`src/rtl/sdram_dev_resp_pkg.sv`:
```
// Shared SDRAM command-bus definitions: command codes, mode register fields,
// address geometry and small decode helpers used by both ends of the link.
`ifndef SDRAM_DEV_RESP_PKG_MACROS
`define SDRAM_DEV_RESP_PKG_MACROS
// Flat memory address {bank, row, col}: bank[23:22], row[21:9], col[8:0]
`define SDRAM_MEM_ADDR(ba, row, col) {(ba), (row), (col)}
`endif

package sdram_dev_resp_pkg;

    // Address geometry
    localparam int BANK_W    = 2;
    localparam int ROW_W     = 13;
    localparam int COL_W     = 9;
    localparam int MEM_AW    = BANK_W + ROW_W + COL_W;
    localparam int NUM_BANKS = 4;
    localparam int TMR_W     = 4;   // timing parameters up to 16 clocks

    // Mode register field positions and the auto-precharge / all-banks bit
    localparam int MODE_CL_LSB = 4;
    localparam int MODE_CL_MSB = 6;
    localparam int MODE_BL_LSB = 0;
    localparam int MODE_BL_MSB = 2;
    localparam int ADDR_AP_BIT = 10;

    // Raw command words {cke, csn, rasn, casn, wen}
    localparam logic [4:0] CODE_NOP = 5'b1_0111;
    localparam logic [4:0] CODE_ACT = 5'b1_0011;
    localparam logic [4:0] CODE_RD  = 5'b1_0101;
    localparam logic [4:0] CODE_WR  = 5'b1_0100;
    localparam logic [4:0] CODE_PRE = 5'b1_0010;
    localparam logic [4:0] CODE_REF = 5'b1_0001;
    localparam logic [4:0] CODE_LMR = 5'b1_0000;

    typedef enum logic [2:0] {
        CMD_NOP, CMD_ACT, CMD_RD, CMD_WR, CMD_PRE, CMD_REF, CMD_LMR, CMD_IGN
    } sdram_cmd_e;

    // Running burst: remaining beats after the current one, next column
    typedef struct packed {
        logic              wr;
        logic              ap;
        logic [BANK_W-1:0] bank;
        logic [ROW_W-1:0]  row;
        logic [COL_W-1:0]  col;
        logic [2:0]        left;
    } burst_t;

    function automatic sdram_cmd_e decode_cmd(input logic cke, input logic csn,
                                              input logic rasn, input logic casn,
                                              input logic wen);
        sdram_cmd_e c;
        c = CMD_IGN;
        if (!cke || csn) begin
            c = CMD_NOP;
        end else begin
            case ({cke, csn, rasn, casn, wen})
                CODE_NOP: c = CMD_NOP;
                CODE_ACT: c = CMD_ACT;
                CODE_RD:  c = CMD_RD;
                CODE_WR:  c = CMD_WR;
                CODE_PRE: c = CMD_PRE;
                CODE_REF: c = CMD_REF;
                CODE_LMR: c = CMD_LMR;
                default:  c = CMD_IGN;
            endcase
        end
        return c;
    endfunction

    // Sequential burst order: only the bits under mask advance, mod BL
    function automatic logic [COL_W-1:0] burst_wrap(input logic [COL_W-1:0] col,
                                                    input logic [COL_W-1:0] mask);
        logic [COL_W-1:0] inc;
        inc = col + 1'b1;
        return (col & ~mask) | (inc & mask);
    endfunction

endpackage

```
`src/rtl/sdram_bank_trk.sv`:
```
// One SDRAM bank: open/idle state, active row, and tRCD / tRP countdowns.
module sdram_bank_trk
    import sdram_dev_resp_pkg::*;
#(
    parameter int TRCD = 2,
    parameter int TRP  = 2
) (
    input  logic             clk,
    input  logic             rst_n,
    input  logic             act,
    input  logic             pre,
    input  logic [ROW_W-1:0] row_in,
    output logic             is_open,
    output logic [ROW_W-1:0] row,
    output logic             rcd_ok,
    output logic             rp_ok
);
    localparam logic [TMR_W-1:0] RCD_LOAD = TMR_W'(TRCD - 1);
    localparam logic [TMR_W-1:0] RP_LOAD  = TMR_W'(TRP - 1);

    logic             open_reg;
    logic [ROW_W-1:0] row_reg;
    logic [TMR_W-1:0] rcd_reg;
    logic [TMR_W-1:0] rp_reg;

    // Bank state: precharge wins over activate, activate latches the row
    always_ff @(posedge clk or negedge rst_n) begin
        if (!rst_n) begin
            open_reg <= 1'b0;
            row_reg  <= '0;
        end else if (pre) begin
            open_reg <= 1'b0;
        end else if (act) begin
            open_reg <= 1'b1;
            row_reg  <= row_in;
        end
    end

    // tRCD countdown, reloaded on activate, saturating at zero
    always_ff @(posedge clk or negedge rst_n) begin
        if (!rst_n) begin
            rcd_reg <= '0;
        end else if (act && !pre) begin
            rcd_reg <= RCD_LOAD;
        end else if (rcd_reg != '0) begin
            rcd_reg <= rcd_reg - 1'b1;
        end
    end

    // tRP countdown, reloaded whenever the bank is closed
    always_ff @(posedge clk or negedge rst_n) begin
        if (!rst_n) begin
            rp_reg <= '0;
        end else if (pre) begin
            rp_reg <= RP_LOAD;
        end else if (rp_reg != '0) begin
            rp_reg <= rp_reg - 1'b1;
        end
    end

    assign is_open = open_reg;
    assign row     = row_reg;
    assign rcd_ok  = (rcd_reg == '0);
    assign rp_ok   = (rp_reg == '0);

endmodule

```
`src/rtl/sdram_dev_resp.sv`:
```
// SDRAM device-side responder: decodes the command bus, tracks mode and banks,
// expands bursts into single-beat memory accesses and flags timing violations.
module sdram_dev_resp
    import sdram_dev_resp_pkg::*;
#(
    parameter int DW   = 16,
    parameter int TRCD = 2,
    parameter int TRP  = 2,
    parameter int TRFC = 7
) (
    input  logic              clk,
    input  logic              rst_n,
    input  logic              sdram_cke,
    input  logic              sdram_csn,
    input  logic              sdram_rasn,
    input  logic              sdram_casn,
    input  logic              sdram_wen,
    input  logic [1:0]        sdram_ba,
    input  logic [12:0]       sdram_addr,
    input  logic [DW-1:0]     sdram_dq_i,
    output logic [DW-1:0]     sdram_dq_o,
    output logic              sdram_dq_oe,
    output logic [23:0]       mem_addr,
    output logic              mem_wr_en,
    output logic [DW-1:0]     mem_wdata,
    output logic              mem_rd_en,
    input  logic [DW-1:0]     mem_rdata,
    output logic              mode_ok,
    output logic [4:0]        err_flags
);
    localparam logic [TMR_W-1:0] RFC_LOAD = TMR_W'(TRFC - 1);

    sdram_cmd_e        cmd;
    logic              cmd_valid, cmd_rw, rw_ok;
    logic [NUM_BANKS-1:0] bank_open, bank_rcd_ok, bank_rp_ok, bank_act, bank_pre;
    logic [ROW_W-1:0]  bank_row [NUM_BANKS];
    logic              sel_open, sel_rcd_ok, sel_rp_ok;
    logic [ROW_W-1:0]  sel_row;

    logic [2:0]        cl_reg;
    logic [1:0]        bl_code_reg;
    logic              mode_ok_reg;
    logic [2:0]        lmr_cl, lmr_bl;
    logic              lmr_cl_ok, lmr_bl_ok;
    logic [3:0]        bl_len;
    logic [2:0]        bl_last;
    logic [COL_W-1:0]  bl_mask;

    logic [TMR_W-1:0]  rfc_reg;
    logic [4:0]        err_reg, err_next;

    burst_t            burst_reg, burst_next;
    logic              beat_valid, beat_wr, ap_close;
    logic [BANK_W-1:0] ap_bank;
    logic [MEM_AW-1:0] beat_addr;
    logic              rd_dly_valid_reg;
    logic [MEM_AW-1:0] rd_dly_addr_reg;
    logic              wr_fire, rd_fire, rd_pend_reg;
    logic [MEM_AW-1:0] rd_addr;

    assign cmd       = decode_cmd(sdram_cke, sdram_csn, sdram_rasn, sdram_casn, sdram_wen);
    assign cmd_valid = (cmd != CMD_NOP) && (cmd != CMD_IGN);
    assign cmd_rw    = (cmd == CMD_RD) || (cmd == CMD_WR);

    assign sel_open   = bank_open[sdram_ba];
    assign sel_rcd_ok = bank_rcd_ok[sdram_ba];
    assign sel_rp_ok  = bank_rp_ok[sdram_ba];
    assign sel_row    = bank_row[sdram_ba];
    assign rw_ok      = cmd_rw && sel_open;

    assign lmr_cl    = sdram_addr[MODE_CL_MSB:MODE_CL_LSB];
    assign lmr_bl    = sdram_addr[MODE_BL_MSB:MODE_BL_LSB];
    assign lmr_cl_ok = (lmr_cl == 3'd2) || (lmr_cl == 3'd3);
    assign lmr_bl_ok = !lmr_bl[2];
    assign bl_len    = 4'd1 << bl_code_reg;
    assign bl_last   = bl_len[2:0] - 3'd1;      // BL=8 wraps to 7
    assign bl_mask   = {{(COL_W-3){1'b0}}, bl_last};

    // One tracker per bank; activate only reaches an idle bank
    genvar gi;
    generate
        for (gi = 0; gi < NUM_BANKS; gi++) begin : g_bank
            assign bank_act[gi] = (cmd == CMD_ACT) && (sdram_ba == BANK_W'(gi)) && !bank_open[gi];
            assign bank_pre[gi] = ((cmd == CMD_PRE) &&
                                   (sdram_addr[ADDR_AP_BIT] || sdram_ba == BANK_W'(gi))) ||
                                  (ap_close && ap_bank == BANK_W'(gi));
            sdram_bank_trk #(.TRCD(TRCD), .TRP(TRP)) u_trk (
                .clk     (clk),
                .rst_n   (rst_n),
                .act     (bank_act[gi]),
                .pre     (bank_pre[gi]),
                .row_in  (sdram_addr),
                .is_open (bank_open[gi]),
                .row     (bank_row[gi]),
                .rcd_ok  (bank_rcd_ok[gi]),
                .rp_ok   (bank_rp_ok[gi])
            );
        end
    endgenerate

    // Burst engine: a new access truncates the running burst; an auto-precharge
    // of a truncated burst is dropped, otherwise it closes on the last beat
    always_comb begin
        burst_next = burst_reg;
        beat_valid = 1'b0;
        beat_wr    = 1'b0;
        beat_addr  = '0;
        ap_close   = 1'b0;
        ap_bank    = burst_reg.bank;
        if (rw_ok) begin
            beat_valid      = 1'b1;
            beat_wr         = (cmd == CMD_WR);
            beat_addr       = `SDRAM_MEM_ADDR(sdram_ba, sel_row, sdram_addr[COL_W-1:0]);
            burst_next.wr   = (cmd == CMD_WR);
            burst_next.ap   = sdram_addr[ADDR_AP_BIT];
            burst_next.bank = sdram_ba;
            burst_next.row  = sel_row;
            burst_next.col  = burst_wrap(sdram_addr[COL_W-1:0], bl_mask);
            burst_next.left = bl_last;
            if (bl_last == 3'd0 && sdram_addr[ADDR_AP_BIT]) begin
                ap_close = 1'b1;
                ap_bank  = sdram_ba;
            end
        end else if (burst_reg.left != 3'd0) begin
            beat_valid      = 1'b1;
            beat_wr         = burst_reg.wr;
            beat_addr       = `SDRAM_MEM_ADDR(burst_reg.bank, burst_reg.row, burst_reg.col);
            burst_next.col  = burst_wrap(burst_reg.col, bl_mask);
            burst_next.left = burst_reg.left - 3'd1;
            ap_close        = (burst_reg.left == 3'd1) && burst_reg.ap;
        end
    end

    // Burst state register
    always_ff @(posedge clk or negedge rst_n) begin
        if (!rst_n) burst_reg <= '0;
        else        burst_reg <= burst_next;
    end

    // CL=3 issues read beats one clock after the burst engine produces them
    always_ff @(posedge clk or negedge rst_n) begin
        if (!rst_n) begin
            rd_dly_valid_reg <= 1'b0;
            rd_dly_addr_reg  <= '0;
        end else begin
            rd_dly_valid_reg <= beat_valid && !beat_wr;
            rd_dly_addr_reg  <= beat_addr;
        end
    end

    assign wr_fire = beat_valid && beat_wr;
    assign rd_fire = (cl_reg == 3'd2) ? (beat_valid && !beat_wr) : rd_dly_valid_reg;
    assign rd_addr = (cl_reg == 3'd2) ? beat_addr : rd_dly_addr_reg;

    // Memory port: one registered beat per clock; a write beat displaces a delayed read beat
    always_ff @(posedge clk or negedge rst_n) begin
        if (!rst_n) begin
            mem_wr_en <= 1'b0;
            mem_rd_en <= 1'b0;
            mem_addr  <= '0;
            mem_wdata <= '0;
        end else begin
            mem_wr_en <= wr_fire;
            mem_rd_en <= rd_fire && !wr_fire;
            if (wr_fire) begin
                mem_addr  <= beat_addr;
                mem_wdata <= sdram_dq_i;
            end else if (rd_fire) begin
                mem_addr <= rd_addr;
            end
        end
    end

    // Read return: mem_rdata is valid the clock after mem_rd_en, then registered onto dq
    always_ff @(posedge clk or negedge rst_n) begin
        if (!rst_n) begin
            rd_pend_reg <= 1'b0;
            sdram_dq_oe <= 1'b0;
            sdram_dq_o  <= '0;
        end else begin
            rd_pend_reg <= mem_rd_en;
            sdram_dq_oe <= rd_pend_reg;
            sdram_dq_o  <= rd_pend_reg ? mem_rdata : '0;
        end
    end

    // Mode register: reserved CL or BL codes leave that field unchanged
    always_ff @(posedge clk or negedge rst_n) begin
        if (!rst_n) begin
            cl_reg      <= 3'd3;
            bl_code_reg <= 2'd3;
            mode_ok_reg <= 1'b0;
        end else if (cmd == CMD_LMR) begin
            mode_ok_reg <= 1'b1;
            if (lmr_cl_ok) cl_reg      <= lmr_cl;
            if (lmr_bl_ok) bl_code_reg <= lmr_bl[1:0];
        end
    end

    // Refresh recovery countdown
    always_ff @(posedge clk or negedge rst_n) begin
        if (!rst_n)                rfc_reg <= '0;
        else if (cmd == CMD_REF)   rfc_reg <= RFC_LOAD;
        else if (rfc_reg != '0)    rfc_reg <= rfc_reg - 1'b1;
    end

    // Protocol checks, accumulated as sticky flags {init, bank, trcd, trp, trfc}
    always_comb begin
        err_next = err_reg;
        if (((cmd == CMD_ACT) || cmd_rw) && !mode_ok_reg)           err_next[4] = 1'b1;
        if ((cmd == CMD_LMR) && !(lmr_cl_ok && lmr_bl_ok))          err_next[4] = 1'b1;
        if ((cmd == CMD_ACT) && sel_open)                           err_next[3] = 1'b1;
        if (cmd_rw && !sel_open)                                    err_next[3] = 1'b1;
        if ((cmd == CMD_REF) && (bank_open != '0))                  err_next[3] = 1'b1;
        if (rw_ok && !sel_rcd_ok)                                   err_next[2] = 1'b1;
        if ((cmd == CMD_ACT) && !sel_open && !sel_rp_ok)            err_next[1] = 1'b1;
        if (cmd_valid && (rfc_reg != '0))                           err_next[0] = 1'b1;
    end

    // Error flag register
    always_ff @(posedge clk or negedge rst_n) begin
        if (!rst_n) err_reg <= '0;
        else        err_reg <= err_next;
    end

    assign err_flags = err_reg;
    assign mode_ok   = mode_ok_reg;

endmodule

```
`config.mk`:
```
export PLATFORM = sky130hd
export DESIGN_NAME = sdram_dev_resp
export DESIGN_NICKNAME = d
export VERILOG_FILES = /design/src/rtl/sdram_dev_resp_pkg.sv /design/src/rtl/sdram_bank_trk.sv /design/src/rtl/sdram_dev_resp.sv
export SDC_FILE = /design/constraint.sdc
export NUM_CORES = 1
export LEC_CHECK = 0
export CORE_MARGIN = 4
export CORE_UTILIZATION = 40
export DETAILED_ROUTE_END_ITERATION = 16
export GPL_TIMING_DRIVEN = 0
export PLACE_DENSITY_LB_ADDON = 0.1
export RECOVER_POWER = 25
export SYNTH_ARGS = -nofsm -noshare
export SYNTH_HDL_FRONTEND = slang
export SYNTH_SLANG_ARGS = --single-unit
```
`constraint.sdc`:
```
create_clock -name clk -period 2.45 [get_ports clk]
set_clock_uncertainty 0.2 [all_clocks]
set_input_delay 0.6125 -clock clk [delete_from_list [all_inputs] [get_ports clk]]
set_output_delay 0.6125 -clock clk [all_outputs]
set_load 0.005 [all_outputs]
```
-- Word level (Yosys, flattened, before mapping)
Index checks and enable logic that the tools add are counted.
W data, S select, Z words.
- RAM bits: 0
- ROM bits: 0
- register bits after elaboration: 217
- bits of input ports: 54
- latch bits: 0
- output and inout bits: 65
- memories kept: 0
- bitwise gates (word level): 13
- divide/modulo/power cells: 0
- eq/ne operators: 24
- order comparisons: 2
- reduce and logical (&&, ||, !) cells: 112
- muxes and demuxes: 60
- $mul: 0
- $add $sub $neg: 13
- shifts and indexed selects: 1
- operators with widths (cell ; count):
    $mux W24 ; 5
    $mux W4 ; 18
    $reduce_bool A4 Y1 ; 10
    $logic_and A1 B1 Y1 ; 37
    $sub A4 B1 Y4 const B ; 9
    $eq A5 B5 Y1 const B ; 7
    $logic_not A4 Y1 ; 8
    $reduce_bool A2 Y1 ; 16
    $bmux W13 S2 ; 1
    $mux W13 ; 2
    $mux W1 ; 24
    $mux W12 ; 2
    $pmux W3 S7 ; 1
    $add A9 B1 Y9 const B ; 2
    $and A9 B3 Y9 ; 2
    $and A9 B9 Y9 ; 2
    $or A9 B9 Y9 ; 2
    $logic_not A1 Y1 ; 17
    $mux W16 ; 1
    $eq A3 B2 Y1 const B ; 5
    $logic_or A1 B1 Y1 ; 12
    $reduce_and A2 Y1 ; 6
    $eq A3 B3 Y1 const B ; 3
    $not A3 Y9 ; 1
    16 further kinds ; 32

-- Longest topological paths before layout
- word-level depth: 13
- gate-level depth with buffers: 9
- gate-level depth less buffers: 7

-- Cells and area by module
From an unflattened synthesis, not the netlist that was laid out.
- cells, all modules: 880
- area total of the unflattened synthesis: 9952.0 µm²
- modules (own cells, without submodules) (module ; sequential area each (µm²) ; cells each ; area an instance (µm²) ; times used):
    sdram_dev_resp ; 3233.1 ; 488 ; 6038.3 ; 1
    sdram_bank_trk ; 550.5 ; 98 ; 978.4 ; 4

-- Worst setup path before layout
Ideal clock, no wire load.
- path type: input port to flip-flop
- start: input sdram_ba[0]
- end: register mem_addr[10]
- cell stages on the path: 7
- required time: 2.125 ns
- setup slack: -0.451 ns
- arrival time: 2.577 ns
- library setup time: 0.125 ns
- cell sequence: buf_6 -> mux4_2 -> a211o_1 -> nand2_1 -> buf_2 -> mux2_2 -> mux2_2
- cells in the longest elaborated chain, start to end: 8
- elaborated cells between the ends (all ways): 18
- classes of those cells: 12 x mux; 1 x bitwise; 5 x reduce/logical
- ends and longest elaborated chain (what ; RTL line ; source):
    start: declaration ; sdram_dev_resp.sv:18 ; input logic [1:0] sdram_ba,
    $not A2 Y3 (not written as such) / $bmux W1 S2 (equally long branches) ; sdram_dev_resp.sv:68, sdram_dev_resp.sv:65 ;
    $bmux W13 S2 / $mux W1 (equally long branches) ; sdram_dev_resp.sv:68, sdram_dev_resp.sv:65 ;
    $mux W13 (not written as such) / $logic_and A1 B1 Y1 (equally long branches) ; sdram_dev_resp.sv:68, sdram_dev_resp.sv:69 ;
    $mux W13 (not written as such) / $mux W1 (equally long branches) ; sdram_dev_resp.sv:68, sdram_dev_resp.sv:110 ;
    $mux W24 / $logic_not A1 Y1 (equally long branches) ; sdram_dev_resp.sv:110, sdram_dev_resp.sv:152 ;
    $mux W24 / $logic_and A1 B1 Y1 (equally long branches) ; sdram_dev_resp.sv:153, sdram_dev_resp.sv:152 ;
    $mux W24 / $mux W1 (equally long branches) ; sdram_dev_resp.sv:168, sdram_dev_resp.sv:152 ;
    $mux W24 / $reduce_bool A2 Y1 (equally long branches) ; -- ;
    end signal: assignment ; sdram_dev_resp.sv:166 ; mem_addr <= beat_addr;
    end signal: assignment ; sdram_dev_resp.sv:169 ; mem_addr <= rd_addr;
    end: declaration ; sdram_dev_resp.sv:23 ; output logic [23:0] mem_addr,
Several ways; a longest one is shown, not always the timed one. The select of a mux whose other input is x is not followed.
A chain may end at the register's enable or synchronous reset.

-- Worst setup path in the final report
- start: register g_bank[1].u_trk.open_reg
- end: register mem_addr[13]
- cells in the longest elaborated chain, start to end: 8
- elaborated cells between the ends (all ways): 14
- classes of those cells: 9 x mux; 5 x reduce/logical
- ends and longest elaborated chain (what ; RTL line ; source):
    start: declaration ; sdram_bank_trk.sv:21 ; logic open_reg;
    start signal: assignment ; sdram_bank_trk.sv:29 ; open_reg <= 1'b0;
    start signal: assignment ; sdram_bank_trk.sv:32 ; open_reg <= 1'b0;
    start signal: assignment ; sdram_bank_trk.sv:34 ; open_reg <= 1'b1;
    $bmux W1 S2 * ; sdram_dev_resp.sv:65 ; assign sel_open = bank_open[sdram_ba];
    $mux W1 (not written as such) * ; sdram_dev_resp.sv:65 ;
    $logic_and A1 B1 Y1 * ; sdram_dev_resp.sv:69 ; assign rw_ok = cmd_rw && sel_open;
    $mux W1 ; sdram_dev_resp.sv:110 ; if (rw_ok) begin
    $logic_not A1 Y1 ; sdram_dev_resp.sv:152 ; assign rd_fire = (cl_reg == 3'd2) ? (beat_valid && !beat_wr) : rd_dly_valid_reg;
    $logic_and A1 B1 Y1 ; sdram_dev_resp.sv:152 ;
    $mux W1 ; sdram_dev_resp.sv:152 ;
    $reduce_bool A2 Y1 (no line) ; -- ;
Mark *: on every way between the ends. The rest lies on a longest branch, timed or not. The select of a mux whose other input is x is not followed.

==> metrics.cfg <==
[route]
drt_iter0_drc = 290
routed_wl_um = 23950
drc = 0
wl_per_cell_um = 18.71
drt_pass1_iterations = 4
vias_per_cell = 5.152
ant_nets = 0
vias = 6595

[die]
ioPinCount = 119
fp.dieW_um = 163.8
die_area_sq_mm = 0.02683
core_sq_mm = 0.02368
start_util = 0.4099
num_rows = 56
die_height_um = 163.8

[pwr]
combPwrFrac = 0.372
ir_drop_uv = 516.7
p_switching_mw = 4.238
p_leak_nw = 6.376
power.internal_mw = 10.04
p_per_area_mw_per_mm2 = 1082
p_seq_frac = 0.366
switching_share = 0.2968
pwr-share-clk = 0.262

[critical_path]
path_buf_inv = 2
crit_family = multiplexers
worstPathCellList = mux4_2 -> buf_6 -> a211o_1 -> nand2_4 -> clkbuf_16 -> mux2_4 -> mux2_4
worstSetupPathType = reg2reg
critical-path-max-stage-delay_ps = 510
r2r_cells = 7
ff2ff_setup_slack_ps = -210
critical-path-slowest-cell = mux4_2
cp.required_ps = 2630
r2r_start = g_bank[1].u_trk.is_open$_DFFE_PN0P_
critPathCaptureType = register
reg2reg_to = mem_addr[13]$_DFFE_PN0P_
start_kind = register
crit_path_max_fanout = 6
critical_path_arrival_ps = 2850
cpMostUsedCell = mux2_4

[layout]
drive_above_1_share = 0.3153
largest_reg_flops = 52
antennaDiodeCount = 0
fin_nets = 1020
design_area_sq_mm = 0.01320
syn2layout_area_growth_pct = 35.96

[clock_tree]
cts_made_buffers = 25
cts.clk_slew.worst_paths_ps = 60
max-clock-path-buffers = 3
h-tree-depth = 1
tritoncts = built
cts.sinks = 217
insertion_delay_ps = 510
root_buffer = clkbuf_16

[logic_synthesis]
synth-async-reset-ratio = 1.000
synth-main-ff-cell = dfrtp_1
synth_edf_count = 0
syn_area_per_cell_sq_um = 12.77
netlist_area_sq_mm = 0.009708
synth.top_cell.area_share = 0.5490
yosysMostFrequentCell = dfrtp_1
yosys-top-cells-count = dfrtp_1 (213), mux2_2 (111), nand2_1 (45), nor2_1 (45), a21oi_1 (33)
yosys-top-cells-area = dfrtp_1 (55%), mux2_2 (13%), mux4_2 (3.9%)
synth_area_leader_cell = dfrtp_1
ys_types = 52
syn_nets = 835
synth_cells = 760
seq_area_frac_synth = 0.5599
ys_warn_count = 0
synth_seq_cells = 217

[global_routing]
antenna_found_initial = 1
grt_usage = 0.1765
grt_pass1_vias = 7213
grt_max_degree = 111
grt_overflow = 0
grt_pass1_wl_um = 37920

[placement]
place_ws_ps = -1389
place_area_sq_mm = 0.01158
place_congestion = 0.7934
hpwl_um = 16300
portBuffers = 113

[timing]
drv_slew = 0
whs_ps = 189.9
max_freq_mhz = 375.3
timing.final.ws_setup_ps = -214.5
min_period_ps = 2664
max_slew_margin = 0.03956
finalSetupTns_ps = -9587
setup-violations-final = 87
grt_setup_unrepaired = yes
final_hold_viol_count = 0
period_share = 1.088
tightest_slew_ps = 1441

[flow_run]
cap_violations = 0

[status]
violations = setup timing
status = complete, but fails checks

[min_path]
hold_path.class = reg2reg
hold_path_depth = 0
whs_endpoint = rd_pend_reg$_DFF_PN0_
hold_path.startpoint = mem_rd_en$_DFF_PN0_

==> final cells by class <==
class | count | area [sq um]
multi-input combinational | 481 | 4469
inverter | 27 | 101.3
clock buffer | 35 | 753.2
timing repair buffer | 160 | 1633
tap | 319 | 399.1
fill | 1972 | 10480
buffer | 33 | 311.5
clock inverter | 8 | 92.59
sequential | 217 | 5439
==> worst max path at each step <==
stage / depth (start not counted) / slack, ps / start / endpoint
detailed placement: 8 / -1390 / sdram_rasn / g_bank[2].u_trk.row[11]$_DFFE_PN0P_
global placement: 1 / -8270 / rst_n / g_bank[2].u_trk.row[7]$_DFFE_PN0P_
CTS: 9 / -200 / g_bank[1].u_trk.is_open$_DFFE_PN0P_ / g_bank[3].u_trk.row[7]$_DFFE_PN0P_
finish: 7 / -210 / g_bank[1].u_trk.is_open$_DFFE_PN0P_ / mem_addr[13]$_DFFE_PN0P_
global route: 9 / -270 / g_bank[0].u_trk.is_open$_DFFE_PN0P_ / g_bank[3].u_trk.row[7]$_DFFE_PN0P_
floorplan: 8 / -330 / sdram_ba[0] / g_bank[3].u_trk.row[2]$_DFFE_PN0P_
==> through the flow <==
| stage | instances | utilization | power [mW] |
|---|---|---|---|
| global route | 1280 | 0.5573 | 15.16 |
| CTS | 1272 | 0.5472 | 14.10 |
| finish | 1280 | 0.5573 | 14.28 |
| global placement | 1192 | 0.4876 | 9.494 |
| detailed placement | 1193 | 0.4890 | 9.810 |
| floorplan | 760 | - | 8.125 |
==> power by group through the flow <==
stage	Combinational [mW]	Clock [mW]	Sequential [mW]
after floorplan	2.95	0	5.18
after global placement	4.28	0	5.21
after detailed placement	4.52	0	5.29
after CTS	5.02	3.85	5.22
after global routing	5.80	4.00	5.36
final	5.30	3.75	5.23
==> worst reg2reg max path, delay by kind of cell (launching register included) <==
family / cells / cell delay [ps]
and+or+nand+nor: 1 / 180
buffers and inverters: 2 / 340
AOI/OAI and AO/OA: 1 / 340
muxes: 3 / 1050
DFF: 1 / 410
==> cell usage in the layout, fill, tap and decap left out, types with 3 or more instances in the layout <==
master,count
a211oi_1,4
a21o_1,26
a21oi_1,33
a22o_1,8
a31oi_2,3
and2_0,11
and2_1,5
and3_1,13
buf_12,8
buf_4,30
buf_6,16
buf_8,3
clkbuf_1,10
clkbuf_16,29
clkbuf_2,9
clkbuf_8,9
clkdlybuf4s50_1,104
clkinv_2,5
dfrtp_1,210
dfrtp_2,3
dfstp_2,4
dlygate4sd3_1,5
ha_1,19
inv_1,25
mux2_2,49
mux2_4,72
mux4_2,17
nand2_1,43
nand2b_1,17
nand2b_4,3
nand3_1,5
nand3b_1,3
nor2_1,39
nor2_4,4
nor3_1,13
nor3b_1,9
nor4_4,4
o21ai_0,10
or3_1,14
xnor2_1,17
==> repair_timing <==
action,4_1_cts,5_1_grt
gates resized for setup,72,41
endpoints found under the setup margin,162,128
cloned,2,4
buffers inserted,33,9
pin swaps,13,14
endpoints found under the hold margin,4,0
hold buffers,1,0
==> layer usage <==
metal  track usage  routed length, um
met5             0                 12
met4       0.05528                755
met3       0.03087               1064
met2        0.3035              11560
met1        0.2283              10550
==> cells by family after synthesis <==
| kind of cell | count (synthesis) | share of synthesized area |
|---|---|---|
| mux | 139 | 0.1835 |
| simple gates | 207 | 0.1210 |
| buf+inv | 62 | 0.02835 |
| flops | 217 | 0.5599 |
| xor+xnor | 18 | 0.01624 |
| fa+ha+maj | 21 | 0.02707 |
| compound gates | 96 | 0.06393 |
(Power assumes the default switching activity.)
